### config.mk
export PLATFORM = sky130hd
export DESIGN_NAME = dm_arbiter
export DESIGN_NICKNAME = d
export VERILOG_FILES = /design/src/rtl/dm_arbiter.sv
export SDC_FILE = /design/constraint.sdc
export NUM_CORES = 1
export LEC_CHECK = 0
export ABC_CLOCK_PERIOD_IN_PS = 1500
export BUFFER_PORTS_ARGS = -buffer_cell sky130_fd_sc_hd__buf_4
export CAP_MARGIN = 20
export CELL_PAD_IN_SITES_DETAIL_PLACEMENT = 0
export CELL_PAD_IN_SITES_GLOBAL_PLACEMENT = 1
export CORE_AREA = 4 4 122 124
export DETAILED_ROUTE_END_ITERATION = 8
export DIE_AREA = 0 0 126 128
export PLACE_DENSITY = 0.78
export SLEW_MARGIN = 20
export SYNTH_ARGS = -nofsm -noshare
export SYNTH_HDL_FRONTEND = slang
export SYNTH_SLANG_ARGS = --single-unit
export TNS_END_PERCENT = 20
### constraint.sdc
create_clock -name clk -period 1.5 [get_ports clk]
set_input_delay 0.15 -clock clk [delete_from_list [all_inputs] [get_ports clk]]
set_output_delay 0.15 -clock clk [all_outputs]
set_load 0.005 [all_outputs]
### src/rtl/dm_arbiter.sv
// Two-port data-memory arbiter: registered ownership, round-robin between the
// CPU port (0) and a secondary master (1), with bounded lock for RMW sequences.
module dm_arbiter #(
  parameter int ADDR_BITS = 12,
  parameter int MAX_LOCK  = 8
) (
  input  logic        clk,
  input  logic        reset,
  input  logic        req0,
  input  logic        lock0,
  input  logic        we0,
  input  logic [31:0] addr0,
  input  logic [31:0] wdata0,
  input  logic [3:0]  byteen0,
  output logic        ack0,
  output logic        err0,
  output logic [31:0] rdata0,
  input  logic        req1,
  input  logic        lock1,
  input  logic        we1,
  input  logic [31:0] addr1,
  input  logic [31:0] wdata1,
  input  logic [3:0]  byteen1,
  output logic        ack1,
  output logic        err1,
  output logic [31:0] rdata1,
  output logic [31:0] mem_addr,
  output logic [31:0] mem_wdata,
  output logic        mem_we,
  output logic [3:0]  mem_byteen,
  input  logic [31:0] mem_rdata,
  output logic [1:0]  owner
);
  localparam int LW = $clog2(MAX_LOCK) + 1;
  localparam logic [32:0] LIMIT = 33'(4) << ADDR_BITS;
  localparam logic [LW-1:0] LMAX = LW'(MAX_LOCK - 1);

  typedef enum logic [1:0] {OWN_NONE = 2'd0, OWN_P0 = 2'd1, OWN_P1 = 2'd2} own_t;

  own_t          r_owner;
  logic          r_last;
  logic [LW-1:0] r_lcnt;

  logic w_own0, w_own1, w_err0, w_err1;
  logic w_keep0, w_keep1, w_el0, w_el1;

  assign w_own0 = (r_owner == OWN_P0);
  assign w_own1 = (r_owner == OWN_P1);
  assign w_err0 = {1'b0, addr0} >= LIMIT;
  assign w_err1 = {1'b0, addr1} >= LIMIT;

  // Reset in an owned cycle kills the ack and the write strobe immediately.
  assign ack0   = w_own0 & ~reset;
  assign ack1   = w_own1 & ~reset;
  assign err0   = ack0 & w_err0;
  assign err1   = ack1 & w_err1;
  assign rdata0 = ack0 ? mem_rdata : 32'h0;
  assign rdata1 = ack1 ? mem_rdata : 32'h0;
  assign owner  = r_owner;

  always_comb begin
    mem_addr   = 32'h0;
    mem_wdata  = 32'h0;
    mem_byteen = 4'h0;
    mem_we     = 1'b0;
    if (w_own0) begin
      mem_addr   = addr0;
      mem_wdata  = wdata0;
      mem_byteen = byteen0;
      mem_we     = we0 & ~w_err0 & ~reset;
    end else if (w_own1) begin
      mem_addr   = addr1;
      mem_wdata  = wdata1;
      mem_byteen = byteen1;
      mem_we     = we1 & ~w_err1 & ~reset;
    end
  end

  assign w_keep0 = w_own0 & lock0 & req0 & (~req1 | (r_lcnt < LMAX));
  assign w_keep1 = w_own1 & lock1 & req1 & (~req0 | (r_lcnt < LMAX));
  // The port acked this cycle is excluded so it cannot win twice in a row.
  assign w_el0   = req0 & ~w_own0;
  assign w_el1   = req1 & ~w_own1;

  always_ff @(posedge clk) begin
    if (reset) begin
      r_owner <= OWN_NONE;
      r_last  <= 1'b1;
      r_lcnt  <= '0;
    end else if (w_keep0 | w_keep1) begin
      // Saturates while uncontended so a late requester forces release promptly.
      if (r_lcnt < LMAX) r_lcnt <= r_lcnt + LW'(1);
    end else if (w_el0 & w_el1) begin
      r_owner <= r_last ? OWN_P0 : OWN_P1;
      r_last  <= ~r_last;
      r_lcnt  <= '0;
    end else if (w_el0) begin
      r_owner <= OWN_P0;
      r_last  <= 1'b0;
      r_lcnt  <= '0;
    end else if (w_el1) begin
      r_owner <= OWN_P1;
      r_last  <= 1'b1;
      r_lcnt  <= '0;
    end else begin
      r_owner <= OWN_NONE;
      r_lcnt  <= '0;
    end
  end
endmodule

# Yosys cells after proc, flatten, opt, wreduce, memory -nomap -nowiden
# Index checks and enable logic that the tools add are counted.
# classes
bitwise_logic,29
n_eq_ne,2
magnitude_cmp,3
reduce_logical,3
mux,17
add_sub_neg,1
# op_table
cell,n
32-bit 2-to-1 mux,6
"32-bit by 15-bit >= comparator with 1-bit output, second input constant",2
1-bit bitwise AND,17
1-bit inverter,9
2-bit 2-to-1 mux,4
4-bit 2-to-1 mux,2
1-bit 2-to-1 mux,5
"4-bit by 1-bit adder with 4-bit output, second input constant",1
"4-bit by 3-bit less-than comparator with 1-bit output, second input constant",1
1-bit bitwise OR,3
3-bit nonzero test,1
"2-bit by 1-bit == test with 1-bit output, second input constant",1
"2-bit == test, second input constant",1
2-bit AND reduction,1
2-bit OR reduction,1
# totals
wordCells,58
input_bits,176
regBits,7
output_inout_bits,139

# Logic depth before layout (Yosys ltp)
# depth
word_depth,7
depth_mapped,6
depth_no_buf,5

# Worst setup path before layout
# OpenSTA, ideal clock, no wires.
# synth_timing
kind,register -> register
startpoint,reg r_lcnt[0]
endpoint,reg r_last
t_required_ps,1383
setup_time_ps,117
arrival_ps,1422
period_less_slack_ps,1538
setup_slack_ps,-38
stages_incl_launch_ff,7
path_buffers,1
cell_sequence,dfxtp_1 > ha_1 > a21oi_2 > o22ai_1 > or2_0 > buf_2 > a22o_1
# synth_between
elab_chain_cells,6
elab_cells_between_ends,8
classes_between,order compare (1); bitwise (6); reduce/logical (1)
# synth_lines
element,line_no,source
start: declaration,42,logic [LW-1:0] r_lcnt;
start signal: assignment,92,if (r_lcnt < LMAX) r_lcnt <= r_lcnt + LW'(1);
4-bit by 3-bit less-than comparator with 1-bit output (*),"79, 80",
1-bit bitwise OR (on tied branches),"79, 80",
1-bit bitwise AND (on tied branches),"79, 80",
1-bit bitwise OR (*),90,end else if (w_keep0 | w_keep1) begin
1-bit inverter (no line) (*),--,
2-bit AND reduction (no line) (*),--,
end signal: assignment,95,r_last <= ~r_last;
end: declaration,41,logic r_last;
# Mark *: on every way between the ends. The rest lies on a longest branch, timed or not.
# A chain may end at the register's enable or synchronous reset.

# Worst setup path after layout
# layout_timing
startpoint,reg r_owner[0] (netlist: owner[0])
endpoint,out mem_we
# layout_between
elab_chain_cells,3
elab_cells_between_ends,4
classes_between,eq/ne (2); mux (2)
# layout_lines
element,line_no,source
start: declaration,40,own_t r_owner;
start signal: assignment,94,r_owner <= r_last ? OWN_P0 : OWN_P1;
2-bit == test,48,assign w_own1 = (r_owner == OWN_P1);
1-bit 2-to-1 mux,71,end else if (w_own1) begin
1-bit 2-to-1 mux (*),66,if (w_own0) begin
end: declaration,29,"output logic mem_we,"
# Marks and branches as above.

==> metrics.yaml <==
floorplanning:
  die_w_um: 126
  die-area_um2: 16100
  die_h_um: 128
  start_util_pct: 11.1
  ios: 315
  coreArea_um2: 13800
  row_count: 43
final_layout:
  multiInputGateArea_um2: 1370
  ff_latch_area_um2: 145
  diodes: 0
  layout-drive-gt1-share_pct: 68.4
  area_growth_pct: 210
  finalNetCount: 722
  fillerInstances: 1417
clocking:
  cts_hold_buf: 0
  worstSkewPairLatency_ns: 0.23
  clkSlewWorstSetupHoldPaths_ns: 0.04
  ctsHtreeMaxLevel: 1
  clk_path_buf_depth: 2
  cts_tree: "built"
  numCtsBuffers: 3
  cts_root_buffer: "clkbuf_16"
  cts.sinks: 7
timing:
  relSlewSlack_pct: 78.9
  clock.fmax_mhz: 634
  rsz0062_at_grt: "yes"
  hold-worst-slack_ns: 0.171
  setup_violations: 51
  worst_pin_slew_ns: 0.314
  hold_violations: 0
  layout_min_cycle_time_ns: 1.58
  worst_slack_ns: -0.0768
  maxSlewViolCount: 0
  fin_crit_sh_pct: 105
  skew_ns: 0.000488
detailed_routing:
  drt_iter0_drc: 46
  drc: 0
  antenna_left: 0
  wl_per_cell_um: 16.5
  drt_wl_total_um: 11900
  drt_pass1_iterations: 4
  avgViaCountPerCell: 4.32
  num_vias: 3130
setup_path:
  cp_top_family: "simple AND/OR/NAND/NOR gates"
  cp.arrival_ns: 1.43
  worst-r2r-setup-slack_ns: 0.06
  criticalPathCategory: "register to primary output"
  critPathBufInv: 2
  crit_path_end_kind: "primary output"
  worstReg2RegStart: "owner[1]"
  required_ns: 1.35
  crit_chain: "nand2b_1 > nor2_2 > buf_12 > and2_1 > a32o_1 > buf_4"
  start_kind: "register"
  cpMaxStageDelayCell: "dfxtp_2"
  r2r_cells: 5
  path_max_fanout: 34
  max_stage_delay_ns: 0.34
  r2r-end: "r_last"
  worstSetupPathDepth: 6
  crit_path_end: "mem_we"
  critPathLaunch: "owner[0]"
global_route:
  grt_max_degree: 35
  grt_remaining_overflow: 0
  grtUsageTotal_pct: 12.5
  grt_pass1_wl_um: 16700
  antenna_found_initial: 0
  grt_pass1_vias: 3294
worst_hold_path:
  hp-class: "primary input to register"
  holdPathStages: 2
  min-delay-start: "reset"
power_and_ir_drop:
  p_leak_nw: 2.49
  total_power_w: 0.00200
  ir_drop_mv: 0.303
  power_density_nw_per_um2: 423
synth:
  synth-seq-cells: 7
  ys_top_cells_by_count: "a22o_1, and2_1, clkbuf_1, nor4_1"
  syn_avg_cell_area_um2: 7.26
  synthesis.area_um2: 1530
  synth_seq_area_share_pct: 9.15
  ys_types: 28
  syn_inst: 211
  syn_nets: 388
  ys_warn_count: 0
  synthArstFlopShare_pct: 0
  synth_edf_count: 0
  synth_most_common_cell: "a22o_1"
  yosys.area.top_type: "a22o_1"
  synth.top_cell.area_share_pct: 39.5
  yosys-top-cells-area: "a22o_1, and2_1, dfxtp_1"
  ys.flop_type: "dfxtp_1"
placement:
  dpl.hpwl_um: 9270
  routabilityCongestion: 0.939
  portBuffers: 314
job:
  drv_cap: 0
status:
  status: "finished, violations left"
  violations: "setup timing"
==> cell usage in the layout, fill, tap and decap left out, drive strengths merged <==
| master | n |
|---|---|
| a21oi | 4 |
| a22o | 69 |
| a31oi | 1 |
| a32o | 1 |
| and2 | 65 |
| and4b | 2 |
| buf | 343 |
| clkbuf | 11 |
| dfxtp | 7 |
| ha | 1 |
| inv | 5 |
| maj3 | 1 |
| mux2i | 1 |
| nand2 | 3 |
| nand2b | 1 |
| nand3 | 3 |
| nand4 | 1 |
| nand4b | 1 |
| nor2 | 7 |
| nor3 | 2 |
| nor4 | 8 |
| o21ai | 1 |
| o22ai | 1 |
| or2 | 2 |
| or4 | 2 |
| xnor2 | 1 |
==> logic make-up after synthesis <==
| family | count (synthesis) | synth area share [%] |
|---|---|---|
| simple gates | 97 | 38.4 |
| compound gates | 77 | 42.8 |
| mux | 1 | 0.654 |
| xor+xnor | 1 | 0.572 |
| flops | 7 | 9.15 |
| fa+ha+maj | 2 | 1.47 |
| buf+inv | 26 | 6.94 |
==> sequential cells by signal, indices dropped and copies added (netlist names) <==
signal,flops
owner,2
r_lcnt,4
r_last,1
==> where the power goes <==
| group | internal, W | total [W] | switching (W) |
|---|---|---|---|
| Combinational | 0.000866 | 0.00135 | 0.000485 |
| Clock | 0.000353 | 0.000449 | 0.0000957 |
| Sequential | 0.000196 | 0.000204 | 0.00000894 |
| Total | 0.00141 | 0.00200 | 0.000589 |
==> through the flow <==
step	setup WS (ns)	utilization [%]	cells	instance area [um^2]	setup TNS, ns
CTS	-0.117	32.6	714	4480	-5.00
finish	-0.0768	34.4	724	4740	-2.38
floorplan	0.0335	-	211	1540	0
detailed placement	-0.130	31.0	704	4280	-0.326
global placement	-0.221	31.0	704	4280	-0.464
global route	-0.139	34.4	724	4740	-7.65
==> worst min-delay path by stage <==
stage / endpoint
CTS: owner[1]
floorplan: owner[1]
global placement: owner[1]
global route: owner[1]
finish: owner[1]
detailed placement: owner[1]
==> what timing repair did <==
item | CTS | global route
pin swaps | 3 | 59
gates resized for setup | 14 | 13
setup endpoints to repair | 136 | 135
hold endpoints to repair | 0 | 0
buffers inserted | 4 | 1
gates cloned | 2 | 9
==> metal layers <==
metal  share of wire, %  GRT usage (%)
met1                 35           13.2
met2                 53           24.4
met3                9.9           3.00
met4                2.3           3.72
met5                  0              0
==> layout make-up <==
class	count	area share [%]
tap	180	4.75
sequential	7	3.06
clock buffer	4	1.66
timing repair buffer	350	61.2
inverter	5	0.449
multi-input combinational	178	28.9
Note: power is estimated with default switching activity, not from simulation.
